### src/rtl/modport_wdog_if.sv
// APB bus bundle for the watchdog: the bus master drives the request side and
// the watchdog returns read data and a permanently-high ready.
interface modport_wdog_if;
  // Handshake: an access starts with psel high and penable low (setup); the
  // next cycle raises penable (access) and completes on that edge because
  // pready is always 1, so no transfer ever stalls.
  logic        psel;
  logic        penable;
  logic        pwrite;
  logic [31:0] paddr;
  logic [31:0] pwdata;
  logic [31:0] prdata;
  logic        pready;

  modport master (
    output psel, penable, pwrite, paddr, pwdata,
    input  prdata, pready
  );

  modport slave (
    input  psel, penable, pwrite, paddr, pwdata,
    output prdata, pready
  );
endinterface

### src/rtl/modport_wdog.sv
// APB watchdog: 32-bit down-counter paced by a clock-enable strobe, raising an
// interrupt on first expiry and a sticky reset request on a second unserviced one.
module modport_wdog (
  input  logic          pclk,
  input  logic          presetn,
  input  logic          wdogrstn,
  input  logic          wdogclken,
  modport_wdog_if.slave apb,
  output logic          wdogint,
  output logic          wdogres
);

  localparam logic [9:0]  OFF_LOAD    = 10'h000;
  localparam logic [9:0]  OFF_VALUE   = 10'h001;
  localparam logic [9:0]  OFF_CONTROL = 10'h002;
  localparam logic [9:0]  OFF_INTCLR  = 10'h003;
  localparam logic [9:0]  OFF_RIS     = 10'h004;
  localparam logic [9:0]  OFF_MIS     = 10'h005;
  localparam logic [9:0]  OFF_LOCK    = 10'h300;
  localparam logic [9:0]  OFF_ITCR    = 10'h3c0;
  localparam logic [9:0]  OFF_ITOP    = 10'h3c1;
  localparam logic [31:0] UNLOCK_KEY  = 32'h1acc_e551;

  logic [9:0]  off;
  logic        wr_acc;
  logic        rd_setup;
  logic        rd_acc;
  logic        wr_en;
  logic        lock_wr;

  logic [31:0] load_q;
  logic [31:0] value_q;
  logic        inten;
  logic        resen;
  logic        ris;
  logic        res_q;
  logic        locked;
  logic        itcr;
  logic [1:0]  itop;
  logic [31:0] prdata_q;
  logic [31:0] rdata;

  logic        load_wr;
  logic        intclr_wr;
  logic        inten_rise;
  logic        tick;
  logic        expire;

  logic        unused_paddr;
  assign unused_paddr = &{1'b0, apb.paddr[31:12], apb.paddr[1:0]};

  assign off      = apb.paddr[11:2];
  assign wr_acc   = apb.psel & apb.penable & apb.pwrite;
  assign rd_setup = apb.psel & ~apb.penable & ~apb.pwrite;
  assign rd_acc   = apb.psel & apb.penable & ~apb.pwrite;
  // The lock register stays writable while locked so software can unlock.
  assign wr_en    = wr_acc & ~locked;
  assign lock_wr  = wr_acc & (off == OFF_LOCK);

  assign load_wr    = wr_en & (off == OFF_LOAD);
  assign intclr_wr  = wr_en & (off == OFF_INTCLR);
  assign inten_rise = wr_en & (off == OFF_CONTROL) & apb.pwdata[0] & ~inten;
  assign tick       = inten & wdogclken;
  assign expire     = tick & (value_q == 32'd0);

  always_ff @(posedge pclk) begin
    if (!presetn) begin
      load_q <= 32'hffff_ffff;
      inten  <= 1'b0;
      resen  <= 1'b0;
      locked <= 1'b0;
      itcr   <= 1'b0;
      itop   <= 2'b00;
    end else begin
      if (lock_wr) locked <= (apb.pwdata != UNLOCK_KEY);
      if (wr_en) begin
        case (off)
          OFF_LOAD:    load_q <= apb.pwdata;
          OFF_CONTROL: begin
            inten <= apb.pwdata[0];
            resen <= apb.pwdata[1];
          end
          OFF_ITCR:    itcr <= apb.pwdata[0];
          OFF_ITOP:    itop <= apb.pwdata[1:0];
          default:     ;
        endcase
      end
    end
  end

  // Counter and status: explicit reloads beat the decrement, and a clear beats
  // a coincident expiry (no reset request is raised on that edge either).
  always_ff @(posedge pclk) begin
    if (!presetn) begin
      value_q <= 32'hffff_ffff;
      ris     <= 1'b0;
      res_q   <= 1'b0;
    end else if (!wdogrstn) begin
      value_q <= load_q;
      ris     <= 1'b0;
      res_q   <= 1'b0;
    end else begin
      if (load_wr)
        value_q <= apb.pwdata;
      else if (intclr_wr || inten_rise)
        value_q <= load_q;
      else if (tick)
        value_q <= (value_q == 32'd0) ? load_q : value_q - 32'd1;

      if (intclr_wr)
        ris <= 1'b0;
      else if (expire)
        ris <= 1'b1;

      if (expire && ris && resen && !intclr_wr)
        res_q <= 1'b1;
    end
  end

  always_comb begin
    rdata = 32'd0;
    case (off)
      OFF_LOAD:    rdata = load_q;
      OFF_VALUE:   rdata = value_q;
      OFF_CONTROL: rdata = {30'd0, resen, inten};
      OFF_RIS:     rdata = {31'd0, ris};
      OFF_MIS:     rdata = {31'd0, ris & inten};
      OFF_LOCK:    rdata = {31'd0, locked};
      OFF_ITCR:    rdata = {31'd0, itcr};
      10'h3f4:     rdata = 32'h04;
      10'h3f8:     rdata = 32'h24;
      10'h3f9:     rdata = 32'hb8;
      10'h3fa:     rdata = 32'h1b;
      10'h3fc:     rdata = 32'h0d;
      10'h3fd:     rdata = 32'hf0;
      10'h3fe:     rdata = 32'h05;
      10'h3ff:     rdata = 32'hb1;
      default:     rdata = 32'd0;
    endcase
  end

  // Read data is captured in setup, held through access, and zero otherwise.
  always_ff @(posedge pclk) begin
    if (!presetn)
      prdata_q <= 32'd0;
    else if (rd_setup)
      prdata_q <= rdata;
    else if (!rd_acc)
      prdata_q <= 32'd0;
  end

  assign apb.prdata = prdata_q;
  assign apb.pready = 1'b1;

  assign wdogint = itcr ? itop[0] : (ris & inten);
  assign wdogres = itcr ? itop[1] : res_q;

endmodule

### src/flat_wrapper.sv
// flat-port wrapper written by rule: the top's interface ports become plain ports
module modport_wdog_flat 
  (pclk, presetn, wdogrstn, wdogclken, wdogint, wdogres, apb_psel, apb_penable, apb_pwrite, apb_paddr, apb_pwdata, apb_prdata, apb_pready);
  modport_wdog_if apb_i ();
  input  logic pclk;
  input  logic presetn;
  input  logic wdogrstn;
  input  logic wdogclken;
  output logic wdogint;
  output logic wdogres;
  input wire logic [$bits(apb_i.psel)-1:0] apb_psel;
  input wire logic [$bits(apb_i.penable)-1:0] apb_penable;
  input wire logic [$bits(apb_i.pwrite)-1:0] apb_pwrite;
  input wire logic [$bits(apb_i.paddr)-1:0] apb_paddr;
  input wire logic [$bits(apb_i.pwdata)-1:0] apb_pwdata;
  output wire logic [$bits(apb_i.prdata)-1:0] apb_prdata;
  output wire logic [$bits(apb_i.pready)-1:0] apb_pready;
  assign apb_i.psel = apb_psel;
  assign apb_i.penable = apb_penable;
  assign apb_i.pwrite = apb_pwrite;
  assign apb_i.paddr = apb_paddr;
  assign apb_i.pwdata = apb_pwdata;
  assign apb_prdata = apb_i.prdata;
  assign apb_pready = apb_i.pready;
  modport_wdog u_core (.pclk(pclk), .presetn(presetn), .wdogrstn(wdogrstn), .wdogclken(wdogclken), .apb(apb_i), .wdogint(wdogint), .wdogres(wdogres));
endmodule
### config.mk
export PLATFORM = sky130hd
export DESIGN_NAME = modport_wdog_flat
export DESIGN_NICKNAME = d
export VERILOG_FILES = /design/src/rtl/modport_wdog_if.sv /design/src/rtl/modport_wdog.sv /design/src/flat_wrapper.sv
export SDC_FILE = /design/constraint.sdc
export NUM_CORES = 1
export LEC_CHECK = 0
export ABC_AREA = 1
export CELL_PAD_IN_SITES_DETAIL_PLACEMENT = 0
export CELL_PAD_IN_SITES_GLOBAL_PLACEMENT = 1
export CORE_UTILIZATION = 40
export CTS_BUF_LIST = sky130_fd_sc_hd__clkbuf_16
export DETAILED_ROUTE_END_ITERATION = 8
export HOLD_SLACK_MARGIN = 0.1
export PLACE_DENSITY = 0.93
export SLEW_MARGIN = 15
export SYNTH_ARGS = -nofsm -noshare
export SYNTH_HDL_FRONTEND = slang
export SYNTH_SLANG_ARGS = --single-unit
### constraint.sdc
create_clock -name pclk -period 3.9 [get_ports pclk]
set_input_delay 0.585 -clock pclk [delete_from_list [all_inputs] [get_ports pclk]]
set_output_delay 0.585 -clock pclk [all_outputs]
set_load 0.02 [all_outputs]
# [After elaboration in Yosys (flattened, before gate mapping)]
# Index checks and enable logic that the tools add are counted.
[totals] out_inout_bits=35 word_cells=74 inputBits=71 ff_bits=104
[op_classes] eq_ne=19 n_reduce_logical=13 bitwise=21 mux=10 addsub=1
[ops] cell="32-bit one-hot mux with 15 select lines" count=1
[ops] cell="32-bit 2-to-1 mux" count=7
[ops] cell="10-bit == test (second input constant)" count=11
[ops] cell="32-bit logical NOT" count=1
[ops] cell="32-bit by 29-bit inequality test with 1-bit output (second input constant)" count=1
[ops] cell="32-bit by 1-bit subtractor with 32-bit output (second input constant)" count=1
[ops] cell="10-bit by 2-bit == test with 1-bit output (second input constant)" count=2
[ops] cell="10-bit by 3-bit == test with 1-bit output (second input constant)" count=2
[ops] cell="1-bit AND" count=15
[ops] cell="10-bit by 1-bit == test with 1-bit output (second input constant)" count=1
[ops] cell="10-bit logical NOT" count=1
[ops] cell="2-bit AND reduction" count=5
[ops] cell="1-bit NOT" count=6
[ops] cell="4-bit by 1-bit inequality test with 1-bit output (second input constant)" count=1
[ops] cell="1-bit logical AND" count=3
[ops] cell="3-bit OR reduction" count=1
[ops] cell="1-bit 2-to-1 mux" count=2
[ops] cell="2-bit by 1-bit inequality test with 1-bit output (second input constant)" count=1
[ops] cell="1-bit logical NOT" count=1
[ops] cell="1-bit logical OR" count=1

# [Depth between registers and ports, before layout]
# Gate-level depths: netlist of the first run.
[depth] ltp_word=10 depth_mapped=14 ltp_nobuf=13

# [Least setup slack after synthesis of the first run]
# OpenSTA, ideal clock, no wires.
[synth_timing] kind="input to register" start="input port apb_paddr[7]" end="register u_core.value_q[9]" arrival_ns=1.851 cell_stages=14 setup_slack_ns=1.936 n_path_buf=2 setup_time_ns=0.113 t_required_ns=3.787 path_cell_list="nor2_1 -> nand2_2 -> nor2_4 -> nand2_4 -> inv_4 -> nand2_2 -> buf_2 -> buf_4 -> nand2_1 -> inv_1 -> nand2_1 -> nand3_1 -> nand2_1 -> nand2_1"
[synth_between] elab_chain_cells=8 elab_cells_between_ends=13 classes_between="eq/ne: 3; mux: 3; bitwise: 5; reduce/logical: 2"
[synth_rtl] element="start, declared" line="flat_wrapper.sv:14" text="input wire logic [$bits(apb_i.paddr)-1:0] apb_paddr;"
[synth_rtl] element="10-bit by 2-bit == test with 1-bit output" line="modport_wdog.sv:62" text="assign inten_rise = wr_en & (off == OFF_CONTROL) & apb.pwdata[0] & ~inten;"
[synth_rtl] element="1-bit AND (3 in series)" line="modport_wdog.sv:62"
[synth_rtl] element="1-bit logical OR" line="modport_wdog.sv:105" text="else if (intclr_wr || inten_rise)"
[synth_rtl] element="32-bit 2-to-1 mux" line="modport_wdog.sv:105"
[synth_rtl] element="32-bit 2-to-1 mux" line="modport_wdog.sv:103" text="if (load_wr)"
[synth_rtl] element="32-bit 2-to-1 mux" line="modport_wdog.sv:98" text="end else if (!wdogrstn) begin"
[synth_rtl] element="end signal, assigned" line="modport_wdog.sv:99" text="value_q <= load_q;"
[synth_rtl] element="end signal, assigned" line="modport_wdog.sv:104" text="value_q <= apb.pwdata;"
[synth_rtl] element="end signal, assigned" line="modport_wdog.sv:106" text="value_q <= load_q;"
[synth_rtl] element="end, declared" line="modport_wdog.sv:32" text="logic [31:0] value_q;"
# Parallel ways exist; a longest one is shown, timed or not.
# A chain may end at the register's enable or synchronous reset.

# [Worst setup path after layout of the first run]
[layout_timing] start="input port apb_pwrite" end="register u_core.value_q[19]"
[layout_between] elab_chain_cells=9 elab_cells_between_ends=12 classes_between="eq/ne: 1; mux: 3; bitwise: 7; reduce/logical: 1"
[layout_rtl] element="start, declared" line="flat_wrapper.sv:13" text="input wire logic [$bits(apb_i.pwrite)-1:0] apb_pwrite;"
[layout_rtl] element="1-bit AND (*)" line="modport_wdog.sv:53" text="assign wr_acc = apb.psel & apb.penable & apb.pwrite;"
[layout_rtl] element="1-bit AND (*)" line="modport_wdog.sv:57" text="assign wr_en = wr_acc & ~locked;"
[layout_rtl] element="1-bit AND (3 in series)" line="modport_wdog.sv:62"
[layout_rtl] element="1-bit logical OR" line="modport_wdog.sv:105"
[layout_rtl] element="32-bit 2-to-1 mux" line="modport_wdog.sv:105"
[layout_rtl] element="32-bit 2-to-1 mux" line="modport_wdog.sv:103"
[layout_rtl] element="32-bit 2-to-1 mux" line="modport_wdog.sv:98"
# Mark *: on every way between the ends. The rest lies on a longest branch, timed or not.

==> metrics.txt, run 1 <==
WS Path Type input pin to flip-flop; Starting Density 40.8%; Final #Nets 1279; placed instance count 1415; Worst-Skew Late Latency 360 ps; clock skew 7.33 ps; post-synthesis sequential area ratio 30.7%; Iter 0 DRT Violations 581; Synth area leaders dfxtp_1 31%, nand2_1 20%, nand3_1 8.4%; global route overflow 0; CTS tree done; post-synthesis cell area 6770 um^2; Sink Count 104; Post-Synthesis Net Count 1225; die width 132 um; initial antenna violation count 0; I/O Buffers 82; total of max-cap violations 0; via/cell ratio 5.02; Core ar. 16600 um^2; die area 17500 um^2; measured slew at the worst slew-check pin 836 ps; clock-pin slew on the worst setup and hold paths 80 ps; unique cell type count in the Yosys netlist 43; row count 47; DRT antenna net count 0; Slew Limit Fails 0; Yosys top cell by area dfxtp_1; Antenna Diode Count 0; VDD IR max 206 uV; Worst EP required 4210 ps; crit path DAT 3010 ps; Num CTS Buffers 9; ys async rst share 0%; Clock Tree Buf Depth 2; final setup fails 0; Most used DFF post-synth dfxtp_1; Slew headroom 44.2%; layout cells sized above 1 5.78%; Tmin final 2700 ps; final WL 20200 um; HPWL after detailed placement 14400 um; Critical Path End Type flip-flop; post-route setup TNS 0 ps; Syn Inst Count 1152; first-pass GRT wire length 32800 um; RePlAce Congestion 0.950; min-delay worst type flip-flop to flip-flop; Design Area, Final 7990 um^2; pin count of the biggest net entering global routing 66; Synth Warn # 0; Yosys reg bits 104; crit-path max FO 40; period utilisation layout 69.2%; area growth from synthesis to final layout 17.9%; Pre-antenna DRT Iters 5; Final Hold Vio Count 0; RSZ-0062 raised after global routing no; Startpoint Class input pin; top cell type's share of synthesized area 30.7%; placed inst area 7700 um^2; f_max 371 MHz; Post-Layout Cell Count 1431; root buffer cell clkbuf_16; Die Height 132 um; syn_area_per_cell 5.88 um^2; number of setup buffers added after CTS 0; Routed wire per std cell 14.1 um; Lkg Pwr 3.72 nW; Post-synth EDFFs 0; CTS H-tree depth 3; outcome finished, final reports clean; most common library cells after synthesis 369 x nand2_1, 152 x inv_1, 144 x nor2_1; IO Count 106; R2R setup slack 1520 ps; vias in the first global route 6430; Hold-fix buffers, CTS 0; Vias 7180; Overall Global Routing Usage 23.5%; most common cell in the synthesized netlist nand2_1; Power per Cell Area 284 nW/um^2; post_cts resized 0; DRC errors left 0
[layout by cell type, fill, tap and decap left out, types with 2 or more instances in the layout]
cell type          n
ha_1               2
nor3_1             7
clkbuf_16          9
nand4_1           16
inv_2             13
clkinv_4           2
nor2_2             6
o21ai_0           46
nor2_1           143
nor3b_1            2
dfxtp_1          104
clkdlybuf4s50_1   81
nand2_1          369
o22ai_1            6
xor2_1            18
nand3_2            2
nor2_4             3
clkinvlp_4         2
o21ai_2            8
inv_1            151
a21oi_1           39
o21ai_1           20
nor4b_1            2
nand3_1          114
buf_4             13
o211ai_1          10
nand2_2            2
[path summary, 6_finish.rpt]
| check | start | to | cells after the start |
|---|---|---|---|
| max | apb_pwrite | u_core.value_q[19] | 13 |
| min | u_core.apb.prdata[4] | u_core.apb.prdata[4] | 2 |
| max reg2reg | u_core.value_q[0] | u_core.value_q[20] | 11 |
| min reg2reg | u_core.apb.prdata[4] | u_core.apb.prdata[4] | 2 |
[layout make-up]
cell class	count	area, um^2
clock buffers	9	225
flip-flops and latches	104	2080
fillers	1742	8600
repair buffers	96	933
clock inverters	7	56.3
well taps	220	275
multi-input cells	830	3790
inverters	165	622
[power breakdown]
group / internal [W] / total (W) / leakage (nW) / switching, W
logic: 0.000111 / 0.000279 / 2.74 / 0.000168
clock network: 0.000441 / 0.000896 / 0.132 / 0.000455
registers: 0.00108 / 0.00110 / 0.846 / 0.0000164
[critical path, stage by stage]
cell and delay (ps):
clkdlybuf4s50_1 580, nand3_1 120, nor2_2 370, nand2_2 120, buf_4 250, inv_1 80, buf_4 400, nand2_1 150
nand2_1 90, inv_1 50, nand3_1 70, nand2_1 60, nand2_1 50
[stage by stage]
stage | total power (W) | util [%] | hold slack [ps] | setup WS [ps]
floorplan | 0.00130 | - | 436 | 1940
global placement | 0.00140 | 46.5 | 453 | 870
detailed placement | 0.00140 | 46.5 | 455 | 862
CTS | 0.00229 | 48.2 | 466 | 1230
global route | 0.00237 | 48.2 | 481 | 981
finish | 0.00227 | 48.2 | 463 | 1200
[per-layer routing]
metal / wire (um) / global-route usage, % / share of wire [%] / up-vias
met5: 0 / 0 / 0 / -
met3: 1440 / 4.19 / 7.1 / 22
li1: - / - / - / 3703
met2: 8670 / 36.2 / 43 / 233
met1: 9780 / 33.4 / 48 / 3222
met4: 329 / 6.59 / 1.6 / 0
[cells by family after synthesis]
kind of cell | after synthesis | share of synthesized area [%]
compound gates | 134 | 11.1
xor+xnor | 19 | 2.46
fa+ha+maj | 2 | 0.369
buf+inv | 218 | 13.4
flops | 104 | 30.7
mux | 1 | 0.166
other cells | 1 | 0.0554
simple gates | 673 | 41.8
[flip-flops by register name, summed over array words and instances, names as in the netlist]
| signal | flops |
|---|---|
| u_core.apb.prdata | 32 |
| u_core.res_q | 1 |
| u_core.resen | 1 |
| u_core.ris | 1 |
| u_core.inten | 1 |
| u_core.locked | 1 |
| u_core.value_q | 32 |
| u_core.itcr | 1 |
| u_core.itop | 2 |
| u_core.load_q | 32 |
No activity file was read; power rests on OpenSTA's default activity.
==> inputs of run 2 (changes only) <==
--- a/config.mk
+++ b/config.mk
@@ -8,11 +8,11 @@
 export ABC_AREA = 1
 export CELL_PAD_IN_SITES_DETAIL_PLACEMENT = 0
 export CELL_PAD_IN_SITES_GLOBAL_PLACEMENT = 1
-export CORE_UTILIZATION = 40
+export CORE_UTILIZATION = 37
 export CTS_BUF_LIST = sky130_fd_sc_hd__clkbuf_16
 export DETAILED_ROUTE_END_ITERATION = 8
 export HOLD_SLACK_MARGIN = 0.1
-export PLACE_DENSITY = 0.93
+export PLACE_DENSITY = 0.87
 export SLEW_MARGIN = 15
 export SYNTH_ARGS = -nofsm -noshare
 export SYNTH_HDL_FRONTEND = slang
==> constraint.sdc (replaced) <==
create_clock -name pclk -period 2.8 [get_ports pclk]
set_input_delay 0.42 -clock pclk [delete_from_list [all_inputs] [get_ports pclk]]
set_output_delay 0.42 -clock pclk [all_outputs]
set_load 0.02 [all_outputs]
==> metrics.txt, run 2 (synthesis results as in run 1) <==
via/cell ratio 4.95 (-1.4%); R2R setup slack 700 ps (-820 ps); outcome finished, final reports clean; Critical Path Start apb_paddr[2]; final WL 20600 um (+2.0%); Die Height 137 um (+3.9%); crit path DAT 2540 ps (-470 ps); post_cts resized 0 (unchanged); layout cells sized above 1 7.24% (+1.5 points); Pre-antenna DRT Iters 5 (unchanged); Tmin final 2290 ps; Lkg Pwr 3.84 nW (+3.5%); RSZ-0062 raised after global routing no; row count 49 (+4.3%); crit path cell chain clkdlybuf4s50_1, nor2_2, inv_2, nor2_2, nand2_4, inv_4, nand2_2, buf_4, nand3_1, or2_2, buf_12, o21ai_0, inv_1, nand2_1, nand2_1; most frequent cells in the layout 369 x nand2_1, 151 x inv_1, 143 x nor2_1; Fill cells 1924 (+10%); die area 18800 um^2 (+8.0%); Hold-fix buffers, CTS 0 (unchanged); clock skew 7.20 ps (-0.133 ps); number of setup buffers added after CTS 0 (unchanged); measured slew at the worst slew-check pin 587 ps (-249 ps); DRC errors left 0 (unchanged); crit-path max cell delay 570 ps (about the same); Core ar. 18000 um^2 (+8.3%); clock-pin slew on the worst setup and hold paths 70 ps (about the same); initial antenna violation count 0 (unchanged); IO Count 106 (unchanged); post-layout util 45.8% (-2.4 points); Antenna Diode Count 0 (unchanged); WHS 462 ps (-1.53 ps); hold path start u_core.apb.prdata[26]; placed inst area 7910 um^2 (+2.6%); Power per Cell Area 403 nW/um^2 (+42%); Pwr Total 0.00331 W (+46%); vias in the first global route 6433 (+0.047%); Overall Global Routing Usage 22.9% (-0.65 points); Num CTS Buffers 9 (unchanged); WS Path Type input pin to flip-flop; post-route setup TNS 0 ps (unchanged); DRT antenna net count 0 (unchanged); crit-path max FO 30 (-25%); global route overflow 0 (unchanged); reg2reg start u_core.value_q[0]; CTS tree done; Final Hold Vio Count 0 (unchanged); f_max 437 MHz; commonest non-fill, non-tap cell in the layout nand2_1; Worst-Skew Late Latency 360 ps (about the same); Starting Density 37.7% (-3.1 points); Startpoint Class input pin; pin count of the biggest net entering global routing 47 (-29%); min-delay worst type flip-flop to flip-flop; total of max-cap violations 0 (unchanged); period utilisation layout 81.7%; die width 137 um (+3.9%); Buffers & Inverters on Critical Path 6 (+1); Final #Nets 1298 (+1.5%); HPWL after detailed placement 15100 um (+4.9%); Critical Path End Type flip-flop; VDD IR max 256 uV (+25%); RePlAce Congestion 0.935 (-1.6%); Iter 0 DRT Violations 578 (-0.52%); Routed wire per std cell 14.1 um (about the same); root buffer cell clkbuf_16; Slew Limit Fails 0 (unchanged); Design Area, Final 8220 um^2 (+2.9%); Sink Count 104 (unchanged); area growth from synthesis to final layout 21.4%; Slowest cell on crit path clkdlybuf4s50_1; I/O Buffers 82 (unchanged); Worst EP required 3060 ps (-1150 ps); Vias 7210 (+0.42%); first-pass GRT wire length 33300 um (+1.4%); delay-heaviest family, CP buffers and inverters; final setup fails 0 (unchanged); Clock Tree Buf Depth 2 (unchanged); Slew headroom 60.3% (+16 points); CTS H-tree depth 3 (unchanged)
==> run 2: changes by cell type in the layout (fill, tap and decap cells not counted), sizes merged <==
cell,before,now
buf,15,34
bufinv,0,2
clkinv,3,2
inv,167,165
==> run 2: final cells by class <==
class	count	area [um^2]	area share, %
well taps	229	287	3.49
clock buffers	9	225	2.74
repair buffers	115	1130	13.7
clock inverters	6	85.1	1.04
multi-input cells	830	3790	46.1
flip-flops and latches	104	2080	25.3
inverters	165	622	7.57
==> run 2: final timing paths <==
kind / to / cells past startpoint
setup reg to reg: u_core.value_q[26] / 11
setup / recovery: u_core.value_q[26] / 15
hold / removal: u_core.apb.prdata[26] / 2
hold reg to reg: u_core.apb.prdata[26] / 2
==> run 2: power by group <==
part,total (W),internal (W),switching (W)
Sequential,0.00153,0.00151,0.0000232
Clock,0.00138,0.000777,0.000607
Combinational,0.000402,0.000166,0.000236
==> run 2: routing by layer <==
| layer | global-route usage, % | vias up | part of all wire (%) |
|---|---|---|---|
| li1 | - | 3751 | - |
| met1 | 32.7 | 3244 | 49 |
| met2 | 35.0 | 189 | 43 |
| met3 | 2.54 | 26 | 5.4 |
| met4 | 8.55 | 0 | 2.4 |
| met5 | 0 | - | 0 |
==> run 2: per-stage QoR <==
| step | setup WS [ps] | cells |
|---|---|---|
| finish | 512 | 1458 |
| global route | 332 | 1458 |
| CTS | 520 | 1458 |
| detailed placement | 138 | 1443 |
| global placement | 144 | 1443 |
| floorplan | 1000 | 1152 |
==> run 2: worst min-delay path, cell delays in order, from the launching register on <==
cell	delay, ps
dfxtp_1	310
nand2_1	60
a21oi_1	50
==> RTL edit (flow settings as in run 2) <==
Make the reset (`presetn`) asynchronous in 3 clocked blocks.
--- a/src/rtl/modport_wdog.sv
+++ b/src/rtl/modport_wdog.sv
@@ -63,7 +63,7 @@
   assign tick       = inten & wdogclken;
   assign expire     = tick & (value_q == 32'd0);
 
-  always_ff @(posedge pclk) begin
+  always_ff @(posedge pclk or negedge presetn) begin
     if (!presetn) begin
       load_q <= 32'hffff_ffff;
       inten  <= 1'b0;
@@ -90,7 +90,7 @@
 
   // Counter and status: explicit reloads beat the decrement, and a clear beats
   // a coincident expiry (no reset request is raised on that edge either).
-  always_ff @(posedge pclk) begin
+  always_ff @(posedge pclk or negedge presetn) begin
     if (!presetn) begin
       value_q <= 32'hffff_ffff;
       ris     <= 1'b0;
@@ -140,7 +140,7 @@
   end
 
   // Read data is captured in setup, held through access, and zero otherwise.
-  always_ff @(posedge pclk) begin
+  always_ff @(posedge pclk or negedge presetn) begin
     if (!presetn)
       prdata_q <= 32'd0;
     else if (rd_setup)
Behaviour: differs if presetn is asserted again (counterexample within 4 cycles, from zero or initial values and one cycle with presetn low); with presetn held inactive, the same outputs for 4 cycles.
==> RTL edit against run 2 <==
  * The flow now finishes with violations (DRC)
  * Register-to-register slack about the same
  * Synthesized cell count decreased by 12%
  * Via count decreased by 5.4%
  * Setup slack lost 41 ps
  * Count of clock-buffer cells in the layout unchanged
  * Worst hold slack better by 18 ps
  * Synthesized area up 2.6%
  * Sequential cell count unchanged
  * Clock skew is 4.1 ps higher
  * Final area grew 2.4%
  * Global-route usage up 0.81 points
  * Power grew 3.8%
  * Routed wire length rose by 5.6%
  * First-iteration DRC count shrank 0.35%
  * Critical endpoint is now u_core.value_q[26]
  * Largest power group unchanged
==> RTL edit: results (changes against run 2) <==
** Critical path
- The depth of the worst register-to-register path was 14 (+3).
- Maximum fanout along the worst path :: 23 (-23%)
- CP Launch Point :: apb_pwrite
- On the critical path, the stage with the largest delay is an instance of sky130_fd_sc_hd__clkdlybuf4s50_1.
- The data arrival time of the worst path came to 2640 ps (+100 ps).
- The worst register-to-register path begins at u_core.value_q[0].
- In this run the worst setup path terminates at u_core.value_q[26].

** GRT
- Pin count of the biggest net entering global routing :: 68 (+45%)
- The total global-route track usage was 23.7% (+0.81 points).
- The via count of the first global-routing pass was 6,593 (+2.5%).
- The wire length of the first global-routing pass is 35,700 µm (+7.3%).
- Number of antenna violations at the first check in global routing :: 0 (unchanged)

** Power
- Max IR drop VDD :: 0.000258 V (+0.69%)
- Pleak :: 0.00429 µW (+12%)

** Route
- The DRC violation count after routing is 8 (+8).
- The number of search-and-repair iterations in the first detailed-routing pass is 7 (+2).
- The via count normalized by instance count was 5.13 (+3.7%).
- The DRC violation total after the first TritonRoute iteration came to 576 (-0.35%).
- Routed Wire Length :: 21,800 µm (+5.6%)

** Logic synthesis
- The proportion of register bits with asynchronous set or reset after synthesis was 100% (+100 points).
- Counting instances in the post-synthesis netlist gives the leading cell types as 336 x sky130_fd_sc_hd__nand2_1, 140 x sky130_fd_sc_hd__inv_1, 75 x sky130_fd_sc_hd__nor2_1, 71 x sky130_fd_sc_hd__nand3_1, 64 x sky130_fd_sc_hd__dfstp_2.
- Top cells by area, synth :: sky130_fd_sc_hd__dfstp_2 24%, sky130_fd_sc_hd__nand2_1 18%, sky130_fd_sc_hd__dfrtp_1 14%
- The unique cell type count in the Yosys netlist is 42 (-2.3%).
- Among all flip-flop cells after synthesis, the most frequent one is sky130_fd_sc_hd__dfstp_2.
- Number of warnings printed during yosys synthesis :: 0 (unchanged)
- Share of the yosys chip area belonging to registers :: 38.6% (+7.9 points)
- The post-synthesis net count is 1,084 (-12%).

** Clock tree
- The number of resized instances in the post-cts repair step was 0 (unchanged).
- The CTS buffer count came to 9 (unchanged).
- The H-tree depth is 3 (unchanged).
- The number of buffers inserted for hold repair after clock tree synthesis was 1 (+1).

** Place
- The half-perimeter wire length after placement was 15,900 µm (+5.5%).
- GP Congestion :: 0.918 (-1.8%)
- The minimum setup slack after placement is 109 ps (-29.5 ps).

** Timing
- The worst setup margin came to 471 ps (-40.7 ps).
- The relative max-transition margin came to 48.6% (-12 points).
- The worst setup skew after layout is 11.3 ps (+4.13 ps).

** Layout
- FILL cells :: 1,896 (-1.5%)
- Share of post-route cells with drive strength above 1 :: 13.0% (+5.7 points)
- The number of nets in the finished design came to 1,169 (-9.9%).

** Hold path
- Hold Path Class :: flip-flop to flip-flop
- In this run the most critical hold path is launched from u_core.apb.prdata[17].

** Run status
- The run finished, with violations left.
- Failing checks :: DRC
## RTL edit: cell count changes in the layout (fill, tap and decap cells not counted), sizes merged, moves of 8 or more
cell and change:
o211ai -8, dfxtp -104, o22ai +10, nand2 -31, a21oi -20, a22o +24, inv -16, dfstp +64
nand3 -43, nor2 -66, dfrtp +40, nand4 +13
## RTL edit: stage by stage
step / hold WS [ps] / total power (µW) / std cells / cell area, µm²
floorplan: 124 / 1980 / 1011 / 6950
global placement: 459 / 2190 / 1313 / 8110
detailed placement: 467 / 2190 / 1313 / 8110
CTS: 484 / 3460 / 1330 / 8410
global route: 499 / 3600 / 1330 / 8410
finish: 479 / 3440 / 1330 / 8410
## RTL edit: cell type report
class	count	area share (%)
Multi-Input combinational cell	721	41.7
Sequential cell	104	31.9
Inverter	147	6.56
Clock inverter	7	0.773
Clock buffer	9	2.68
Timing Repair Buffer	113	13.1
Tap cell	229	3.41
## RTL edit: cell families (layout without fill, tap and decap cells)
kind of cell / Yosys count / in the layout / synth area share, %
XOR/XNOR: 22 / 22 / 2.77
AO/OA/AOI/OAI: 144 / 144 / 12.2
flip-flops: 104 / 104 / 38.6
adder cells (fa/ha/maj): 2 / 2 / 0.360
AND/OR/NAND/NOR: 551 / 551 / 34.8
multiplexers: 1 / 1 / 0.162
other: 1 / 1 / 0.0540
buffers and inverters: 186 / 276 / 11.1
## RTL edit: routing by layer
layer,routed length (µm),track usage (%)
met1,10700,33.6
met2,9580,37.4
met3,1200,3.25
met4,296,6.96
met5,0,0
## RTL edit: power breakdown
| part | total (µW) | leakage, µW | internal, µW | switching (µW) |
|---|---|---|---|---|
| registers | 1660 | 0.00121 | 1590 | 68.1 |
| logic | 511 | 0.00294 | 201 | 311 |
| clock network | 1270 | 0.000137 | 623 | 646 |
| total | 3440 | 0.00429 | 2410 | 1030 |
## RTL edit: worst min-delay path by stage
stage	endpoint	slack [ps]	cells past startpoint
after floorplan	u_core.apb.prdata[0]	120	0
after global routing	u_core.apb.prdata[17]	500	1
after CTS	u_core.value_q[1]	480	2
final	u_core.apb.prdata[17]	480	1
after detailed placement	u_core.apb.prdata[10]	470	1
after global placement	u_core.apb.prdata[10]	460	1
## RTL edit: worst max-delay path: cells and delay by family
| kind | cells | cell delay [ps] |
|---|---|---|
| buffers and inverters | 3 | 960 |
| AO/OA/AOI/OAI | 1 | 150 |
| AND/OR/NAND/NOR | 8 | 1110 |
